$ cat config.mk
export PLATFORM = sky130hd
export DESIGN_NAME = fetch_unit
export DESIGN_NICKNAME = d
export VERILOG_FILES = /design/src/rtl/fetch_pkg.sv /design/src/rtl/pc_next.sv /design/src/rtl/fetch_unit.sv
export SDC_FILE = /design/constraint.sdc
export NUM_CORES = 1
export LEC_CHECK = 0
export CAP_MARGIN = 20
export CORE_ASPECT_RATIO = 1.5
export CORE_MARGIN = 5
export CORE_UTILIZATION = 44
export CTS_CLUSTER_DIAMETER = 60
export DETAILED_ROUTE_END_ITERATION = 16
export PLACE_DENSITY = 0.77
export SLEW_MARGIN = 40
export SYNTH_ARGS = -nofsm -noshare
export SYNTH_HDL_FRONTEND = slang
export SYNTH_SLANG_ARGS = --single-unit
$ cat constraint.sdc
create_clock -name clk -period 2.94 [get_ports clk]
set_input_delay 0.441 -clock clk [delete_from_list [all_inputs] [get_ports clk]]
set_output_delay 0.441 -clock clk [all_outputs]
set_load 0.02 [all_outputs]
$ cat src/rtl/fetch_pkg.sv
// Shared definitions for the instruction fetch unit: FSM state encoding,
// the reset instruction and the decode field widths.
package fetch_pkg;

  typedef enum logic [1:0] {
    ST_REQ   = 2'd0,
    ST_WAIT  = 2'd1,
    ST_ISSUE = 2'd2,
    ST_HALT  = 2'd3
  } fetch_state_e;

  // addi x0, x0, 0 -- harmless no-op held in the instruction register
  localparam logic [31:0] NOP_INSTR = 32'h0000_0013;

  localparam int OP_W       = 7;
  localparam int FUNCT3_W   = 3;
  localparam int FUNCT7_5_W = 1;

  // True when an address lands on a 32-bit word boundary
  function automatic logic is_word_aligned(input logic [31:0] addr);
    return (addr[1:0] == 2'b00);
  endfunction

endpackage

$ cat src/rtl/pc_next.sv
// Next-PC arithmetic for the fetch unit: sequential or branch target select
// and a word-alignment check on the selected target.
module pc_next
  import fetch_pkg::*;
(
  input  logic [31:0] pc,
  input  logic        pc_src,
  input  logic [31:0] imm_ext,
  output logic [31:0] pc_plus4,
  output logic [31:0] next_pc,
  output logic        misaligned
);

  // Select fall-through or branch target; both wrap modulo 2^32
  always_comb begin
    pc_plus4   = pc + 32'd4;
    next_pc    = pc_src ? (pc + imm_ext) : (pc + 32'd4);
    misaligned = !is_word_aligned(next_pc);
  end

endmodule

$ cat src/rtl/fetch_unit.sv
// Instruction fetch unit: requests a word from instruction memory, holds it
// for decode until the datapath retires it, then advances the PC.
// Build option: define FETCH_MISALIGN_TRAP_EN to halt with fetch_err on a
// misaligned next PC; otherwise the next PC is silently forced word-aligned.
module fetch_unit
  import fetch_pkg::*;
#(
  parameter logic [31:0] RESET_PC = 32'h0000_0000,
  parameter int          WAIT_MAX = 255
) (
  input  logic                  clk,
  input  logic                  reset,
  output logic                  imem_req,
  output logic [31:0]           imem_addr,
  input  logic                  imem_valid,
  input  logic [31:0]           imem_rdata,
  output logic                  instr_valid,
  output logic [31:0]           instr,
  output logic [OP_W-1:0]       op,
  output logic [FUNCT3_W-1:0]   funct3,
  output logic [FUNCT7_5_W-1:0] funct7_5,
  output logic [31:0]           pc,
  output logic [31:0]           pc_plus4,
  input  logic                  exec_ack,
  input  logic                  PCSrc,
  input  logic [31:0]           ImmExt,
  output logic [31:0]           instret,
  output logic                  fetch_err
);

  localparam logic [31:0] WAIT_LIMIT = 32'(WAIT_MAX);

  fetch_state_e state_r;
  fetch_state_e state_s;
  logic [31:0]  pc_r;
  logic [31:0]  instr_r;
  logic [31:0]  instret_r;
  logic [31:0]  wait_cnt_r;
  logic         fetch_err_r;

  logic [31:0]  pc_plus4_s;
  logic [31:0]  next_pc_s;
  logic         misaligned_s;
  logic [31:0]  pc_load_val_s;
  logic         capture_s;
  logic         retire_s;
  logic         pc_load_s;
  logic         err_set_s;
  logic         cnt_clr_s;
  logic         cnt_inc_s;

  pc_next u_pc_next (
    .pc         (pc_r),
    .pc_src     (PCSrc),
    .imm_ext    (ImmExt),
    .pc_plus4   (pc_plus4_s),
    .next_pc    (next_pc_s),
    .misaligned (misaligned_s)
  );

  // Value written into the PC on retirement (aligned down unless trapping)
  always_comb begin
`ifdef FETCH_MISALIGN_TRAP_EN
    pc_load_val_s = next_pc_s;
`else
    pc_load_val_s = {next_pc_s[31:2], 2'b00};
`endif
  end

  // Next-state and datapath strobes for the fetch sequencer
  always_comb begin
    state_s   = state_r;
    capture_s = 1'b0;
    retire_s  = 1'b0;
    pc_load_s = 1'b0;
    err_set_s = 1'b0;
    cnt_clr_s = 1'b0;
    cnt_inc_s = 1'b0;
    case (state_r)
      ST_REQ: begin
        cnt_clr_s = 1'b1;
        state_s   = ST_WAIT;
      end
      ST_WAIT: begin
        if (imem_valid) begin
          capture_s = 1'b1;
          state_s   = ST_ISSUE;
        end else if ((wait_cnt_r + 32'd1) == WAIT_LIMIT) begin
          err_set_s = 1'b1;
          state_s   = ST_HALT;
        end else begin
          cnt_inc_s = 1'b1;
        end
      end
      ST_ISSUE: begin
        if (exec_ack) begin
          retire_s = 1'b1;
`ifdef FETCH_MISALIGN_TRAP_EN
          if (misaligned_s) begin
            err_set_s = 1'b1;
            state_s   = ST_HALT;
          end else begin
            pc_load_s = 1'b1;
            state_s   = ST_REQ;
          end
`else
          pc_load_s = 1'b1;
          state_s   = ST_REQ;
`endif
        end else begin
          state_s = ST_ISSUE;
        end
      end
      ST_HALT: begin
        state_s = ST_HALT;
      end
      default: begin
        state_s = ST_REQ;
      end
    endcase
  end

  // State, PC, instruction register, counters and sticky fault flag
  always_ff @(posedge clk) begin
    if (reset) begin
      state_r     <= ST_REQ;
      pc_r        <= RESET_PC;
      instr_r     <= NOP_INSTR;
      instret_r   <= 32'd0;
      wait_cnt_r  <= 32'd0;
      fetch_err_r <= 1'b0;
    end else begin
      state_r <= state_s;
      if (capture_s) instr_r <= imem_rdata;
      if (pc_load_s) pc_r <= pc_load_val_s;
      if (retire_s) instret_r <= instret_r + 32'd1;
      if (cnt_clr_s) begin
        wait_cnt_r <= 32'd0;
      end else if (cnt_inc_s) begin
        wait_cnt_r <= wait_cnt_r + 32'd1;
      end
      if (err_set_s) fetch_err_r <= 1'b1;
    end
  end

  // Outputs decoded from registered state; request is quiet while in reset
  always_comb begin
    imem_req    = !reset && ((state_r == ST_REQ) || (state_r == ST_WAIT));
    instr_valid = !reset && (state_r == ST_ISSUE);
    imem_addr   = pc_r;
    pc          = pc_r;
    pc_plus4    = pc_plus4_s;
    instr       = instr_r;
    op          = instr_r[6:0];
    funct3      = instr_r[14:12];
    funct7_5    = instr_r[30];
    instret     = instret_r;
    fetch_err   = fetch_err_r;
  end

endmodule

## After elaboration in Yosys (flattened, before gate mapping)

Cells that the tools add are included.

| storage, ports and cells | value |
|---|---|
| register bits after elaboration | 129 |
| bits of input ports | 69 |
| output and inout port bits | 174 |
| word-level logic and storage cells | 37 |

| operators by class | value |
|---|---|
| add/subtract/negate cells | 4 |
| multiplexer cells | 16 |
| equal/unequal tests | 5 |
| reductions and logical operators | 6 |

Operators by type and width:

| kind | count |
|---|---|
| 32-bit by 1-bit adder with 32-bit output (second input constant) | 2 |
| 32-bit by 3-bit adder with 32-bit output (second input constant) | 1 |
| 32-bit adder | 1 |
| 32-bit by 8-bit equality test with 1-bit output (second input constant) | 1 |
| 32-bit two-way mux | 1 |
| 1-bit two-way mux | 11 |
| 2-bit case mux with 4 select lines | 1 |
| 2-bit two-way mux | 3 |
| 2-bit equality test (second input constant) | 2 |
| 3-bit inequality test (second input constant) | 1 |
| 2-bit by 1-bit equality test with 1-bit output (second input constant) | 1 |
| 1-bit logical AND | 2 |
| 2-bit logical NOT | 1 |
| 2-bit OR reduction | 1 |
| 1-bit logical NOT | 1 |
| 1-bit logical OR | 1 |

## Depth between registers and ports, before layout

| depth | value |
|---|---|
| depth after elaboration | 5 |
| mapped depth | 12 |
| depth with buffers taken out | 10 |

## Hierarchy

From an unflattened synthesis, not the netlist that was laid out.

| second synthesis, totals | value |
|---|---|
| cells, all modules | 1,145 |
| area total of the unflattened synthesis | 8,486.9 um^2 |

By module, submodules not included:

| module | seq. area each (um^2) | times used | cells each | area each (um^2) |
|---|---|---|---|---|
| fetch_unit | 2,582.5 | 1 | 773 | 6,032.0 |
| pc_next | 0.0 | 1 | 372 | 2,454.9 |

## Worst setup path before layout

OpenSTA, ideal clock, no wires.

| path | value |
|---|---|
| path kind | register to register |
| start point | register wait_cnt_r[1] |
| end point | register wait_cnt_r[26] |
| arrival time | 2.862 ns |
| path buffers | 1 |
| required time | 2.819 ns |
| period minus slack after synthesis | 2.983 ns |
| stages on the path, launching flop included | 11 |
| library setup time | 0.121 ns |
| setup slack | -0.043 ns |
| cells stage by stage | dfxtp_1 -> ha_1 -> nand4_4 -> or3_4 -> nand4bb_1 -> a2111oi_2 -> nand4_1 -> a2111oi_4 -> buf_6 -> nor3_2 -> mux2_4 |

| between the ends | value |
|---|---|
| longest elaborated chain between the ends | 5 |

RTL lines:

| what | line | source |
|---|---|---|
| start: declaration | fetch_unit.sv:38 | `logic [31:0] wait_cnt_r;` |
| start signal: assignment | fetch_unit.sv:140 | `wait_cnt_r <= wait_cnt_r + 32'd1;` |
| 32-bit by 1-bit adder with 32-bit output (*) | fetch_unit.sv:88, fetch_unit.sv:140 |  |
| 32-bit by 8-bit equality test with 1-bit output | fetch_unit.sv:88 | `end else if ((wait_cnt_r + 32'd1) == WAIT_LIMIT) begin` |
| 1-bit two-way mux | fetch_unit.sv:88 |  |
| 1-bit two-way mux | fetch_unit.sv:85 | `if (imem_valid) begin` |
| 1-bit two-way mux | fetch_unit.sv:79 | `case (state_r)` |

Mark *: on every way between the ends. The rest lies on a longest branch, timed or not.
A chain may end at the register's enable or synchronous reset.

## Worst setup path in the final report

| path | value |
|---|---|
| start point | register pc_r[2] (netlist: imem_addr[2]) |
| end point | output pc_plus4[30] |

| between the ends | value |
|---|---|
| longest elaborated chain between the ends | 1 |

RTL lines:

| what | line | source |
|---|---|---|
| start: declaration | fetch_unit.sv:35 | `logic [31:0] pc_r;` |
| start signal: assignment | fetch_unit.sv:135 | `if (pc_load_s) pc_r <= pc_load_val_s;` |
| 32-bit by 3-bit adder with 32-bit output | pc_next.sv:16 | `pc_plus4 = pc + 32'd4;` |
| end: declaration | fetch_unit.sv:23 | `output logic [31:0] pc_plus4,` |

Every way passes these cells.

==> impl_results.md <==
- Core ar.: about 19000 sq um
- Max-capacitance violation count: 0
- CP cell instances: ha_1 -> and3_4 -> nand3_1 -> or3_1 -> nor2_1 -> buf_4 -> nand3_1 -> xnor2_2 -> buf_6
- Antenna violations before repair: 0
- Min Clock Period, post-route: between 2000 and 3000 ps
- Inst Count DP: roughly 1600
- Endpoints failing hold: 0
- Critical R2R Capture: wait_cnt_r[15]
- Most used DFF post-synth: dfxtp_1
- Cell area power density: about 390 nW/um^2
- CTS max path bufs: 2
- Number of synthesized flops with an enable pin: 0
- Vias in the first global route: 9518
- Iteration-0 DRC Markers: around 470
- WHS Path Cells: 2
- Sequential Area: approximately 2600 sq um
- # setup viols final: 0
- Fill cells: ~1700
- IO Pins: approximately 240
- # diodes: 0
- H-tree depth: 4
- Post-Syn Instances: 1114
- Num Clock Sinks: around 130
- Worst clock skew: roughly 13 ps
- Worst R2R Start: wait_cnt_r[5]
- FP Rows: 62
- Status: complete, no violations
- Biggest cell delay along the critical path: approximately 400 ps
- CTS tree: done
- Area occupied by multi-input gates: 5450 sq um
- Grt ovf: 0
- Post-Syn Area: ~8600 sq um
- Syn. warnings: 0
- Hold crit path type: in -> reg
- Largest net degree at the start of global routing: 43
- Most common cell after layout, fill and taps aside: clkdlybuf4s50_1
- Die Height: 181 microns
- CP max-delay cell: or3_1
- Initial Utilization: between 40% and 50%
- Actual slew at the worst max-slew pin: around 670 ps
- Pwr Total: roughly 4.8 mW
- R2R depth: 11
- Initial DRT Pass Iterations: 5
- P&R area growth vs syn: 44.4%
- Yosys reg bits: about 130
- Net count reported at finish: roughly 1500
- Final period utilization: 98.5%
- Share of layout cells above drive strength 1: 17.5%
- Clk_lat worst skew: 430 ps
- Startpoint of the worst hold path: reset
- Per-cell routed wire length: roughly 18 microns
- Seq/Total Area, Yosys: ~30%
- ANT nets after route: 0
- CP max FO: 4
- Most used cell, CP: nand3_1
- Cell area after layout: between 10000 and 15000 sq um
- Die footprint: roughly 23000 sq um
- Synth async-reset ratio: 0%
- I/O Buffers: about 230
- Root Driver: clkbuf_16
- Max IR drop VDD: roughly 0.37 mV
- Syn Area/Cell: 7.74 sq um
- Routed wire length: between 20000 and 30000 microns
- RSZ-0062 raised after global routing: yes
- F_max: 345 MHz
- Crit Path Class: reg -> out
- Leak: about 4.9 nW
- Placer Congestion: ~0.95
- Total CTS buffers: 17
- CP Capture Type: output pin
- Drt drc: 0
- Via count: approximately 9400
- Hpwl dp: roughly 22000 microns
- Fin cells: 1676
- GRT Total Usage: between 20 and 30%
- Critical Path AT: roughly 2500 ps
- Chip Width: about 120 microns
- CP startpoint kind: flip-flop
- Most frequent cells in the layout: clkdlybuf4s50_1 (214), buf_4 (149), nand2_1 (144)
- Via/cell ratio: 5.61
- CTS clock-pin slew for the worst setup and hold paths: 60 ps
- Setup TNS: 0 ps
- Placed inst area: ~12000 sq um
- Endpoint, Worst Hold: instret[4]
- Post-synth cell types: 76
- First-pass GRT wire length: between 40000 and 50000 microns
- Pins Over Slew Limit: 0
- Worst slew margin: around 55%
- Critical Path RT: roughly 2500 ps
- Reg2reg setup slack: 100 ps
[worst max path at each step]
stage,depth (start not counted),startpoint,slack (ps),end
global placement,10,ImmExt[2],-370,imem_addr[30]
detailed placement,10,ImmExt[2],-400,imem_addr[30]
global route,9,imem_addr[2],-60,pc_plus4[30]
CTS,8,imem_addr[3],-60,pc_plus4[31]
floorplan,5,imem_addr[7],20,pc_plus4[31]
finish,9,imem_addr[2],40,pc_plus4[30]
[report_power, final]
group          leakage [nW]  internal [mW]  total, mW  switching (mW)
sequential             1.05           1.79       1.82          0.0355
combinational          3.57          0.357      0.782           0.424
clock                 0.297           1.31       2.20           0.891
[critical path: cells and delay by family, from the launching register on]
| kind | cells | cell delay (ps) |
|---|---|---|
| XOR/XNOR | 1 | 250 |
| adder cells (fa/ha/maj) | 1 | 160 |
| buffers and inverters | 2 | 320 |
| flip-flops | 1 | 340 |
| AND/OR/NAND/NOR | 5 | 950 |
[flip-flops by register name, indices dropped and copies added, names as in the netlist]
name        count
instr          32
instret        32
wait_cnt_r     32
imem_addr      30
state_r         2
fetch_err       1
[final cells by class]
type	instances	area share [%]
clock buffers	19	3.64
repair buffers	380	27.3
well taps	256	2.57
flip-flops and latches	129	20.9
multi-input cells	859	43.8
clock inverters	13	1.21
inverters	20	0.603
[metal layers]
metal	up-vias	GRT usage, %	part of all wire [%]
met4	0	12.8	5.1
met1	4414	25.9	37
met3	99	7.44	6.6
met2	349	46.7	51
li1	4537	-	-
met5	-	0	0
[synthesized netlist by cell type (3+ instances only)]
cell type	instances	share of area [%]
dfxtp_1	129	30
nand3_1	56	3.3
nand4_1	25	1.8
o311ai_0	3	0.30
a21oi_1	92	5.3
nor4_1	13	0.94
clkbuf_1	51	2.2
nor3b_1	5	0.44
nand2b_1	5	0.36
ha_1	33	4.8
buf_4	48	4.2
a22oi_1	6	0.52
or2_2	5	0.36
and3_1	19	1.4
a211o_1	3	0.30
o31a_1	4	0.41
or3_1	18	1.3
xnor2_1	46	4.7
o211ai_1	18	1.6
and4_1	9	0.91
o41ai_1	5	0.51
o31ai_1	12	1.0
xor2_1	48	4.9
mux2_2	3	0.39
nor3_1	26	1.5
a211oi_1	8	0.70
and2_1	4	0.29
o221ai_1	3	0.30
inv_1	20	0.87
a31oi_1	10	0.73
or4_1	13	1.1
nor2b_1	3	0.22
buf_2	7	0.41
nand2_1	144	6.3
o21a_1	3	0.26
nor2_1	98	4.3
a21o_1	17	1.5
o21ai_0	47	2.7
buf_6	3	0.39
mux2i_1	8	0.93
[stage by stage]
step                      hold slack (ps)  utilization [%]  worst slack [ps]
final                                 430             64.7              44.6
after detailed placement              446             60.8              -403
after global routing                  440             64.7             -55.7
after floorplan                       473                -              22.5
after global placement                441             60.8              -370
after CTS                             418             64.1             -55.4
[cells by family after synthesis]
group | share of synthesized area [%]
multiplexers | 1.50
AO/OA/AOI/OAI | 19.0
other | 0.0435
XOR/XNOR | 9.55
buffers and inverters | 8.29
AND/OR/NAND/NOR | 26.6
flip-flops | 30.0
adder cells (fa/ha/maj) | 5.02
[what timing repair did]
action	4_1_cts	5_1_grt
pin swaps	2	8
buffers inserted	4	5
hold buffers	0	0
setup endpoints to repair	20	50
resized for setup	61	36
(Power assumes the default switching activity.)
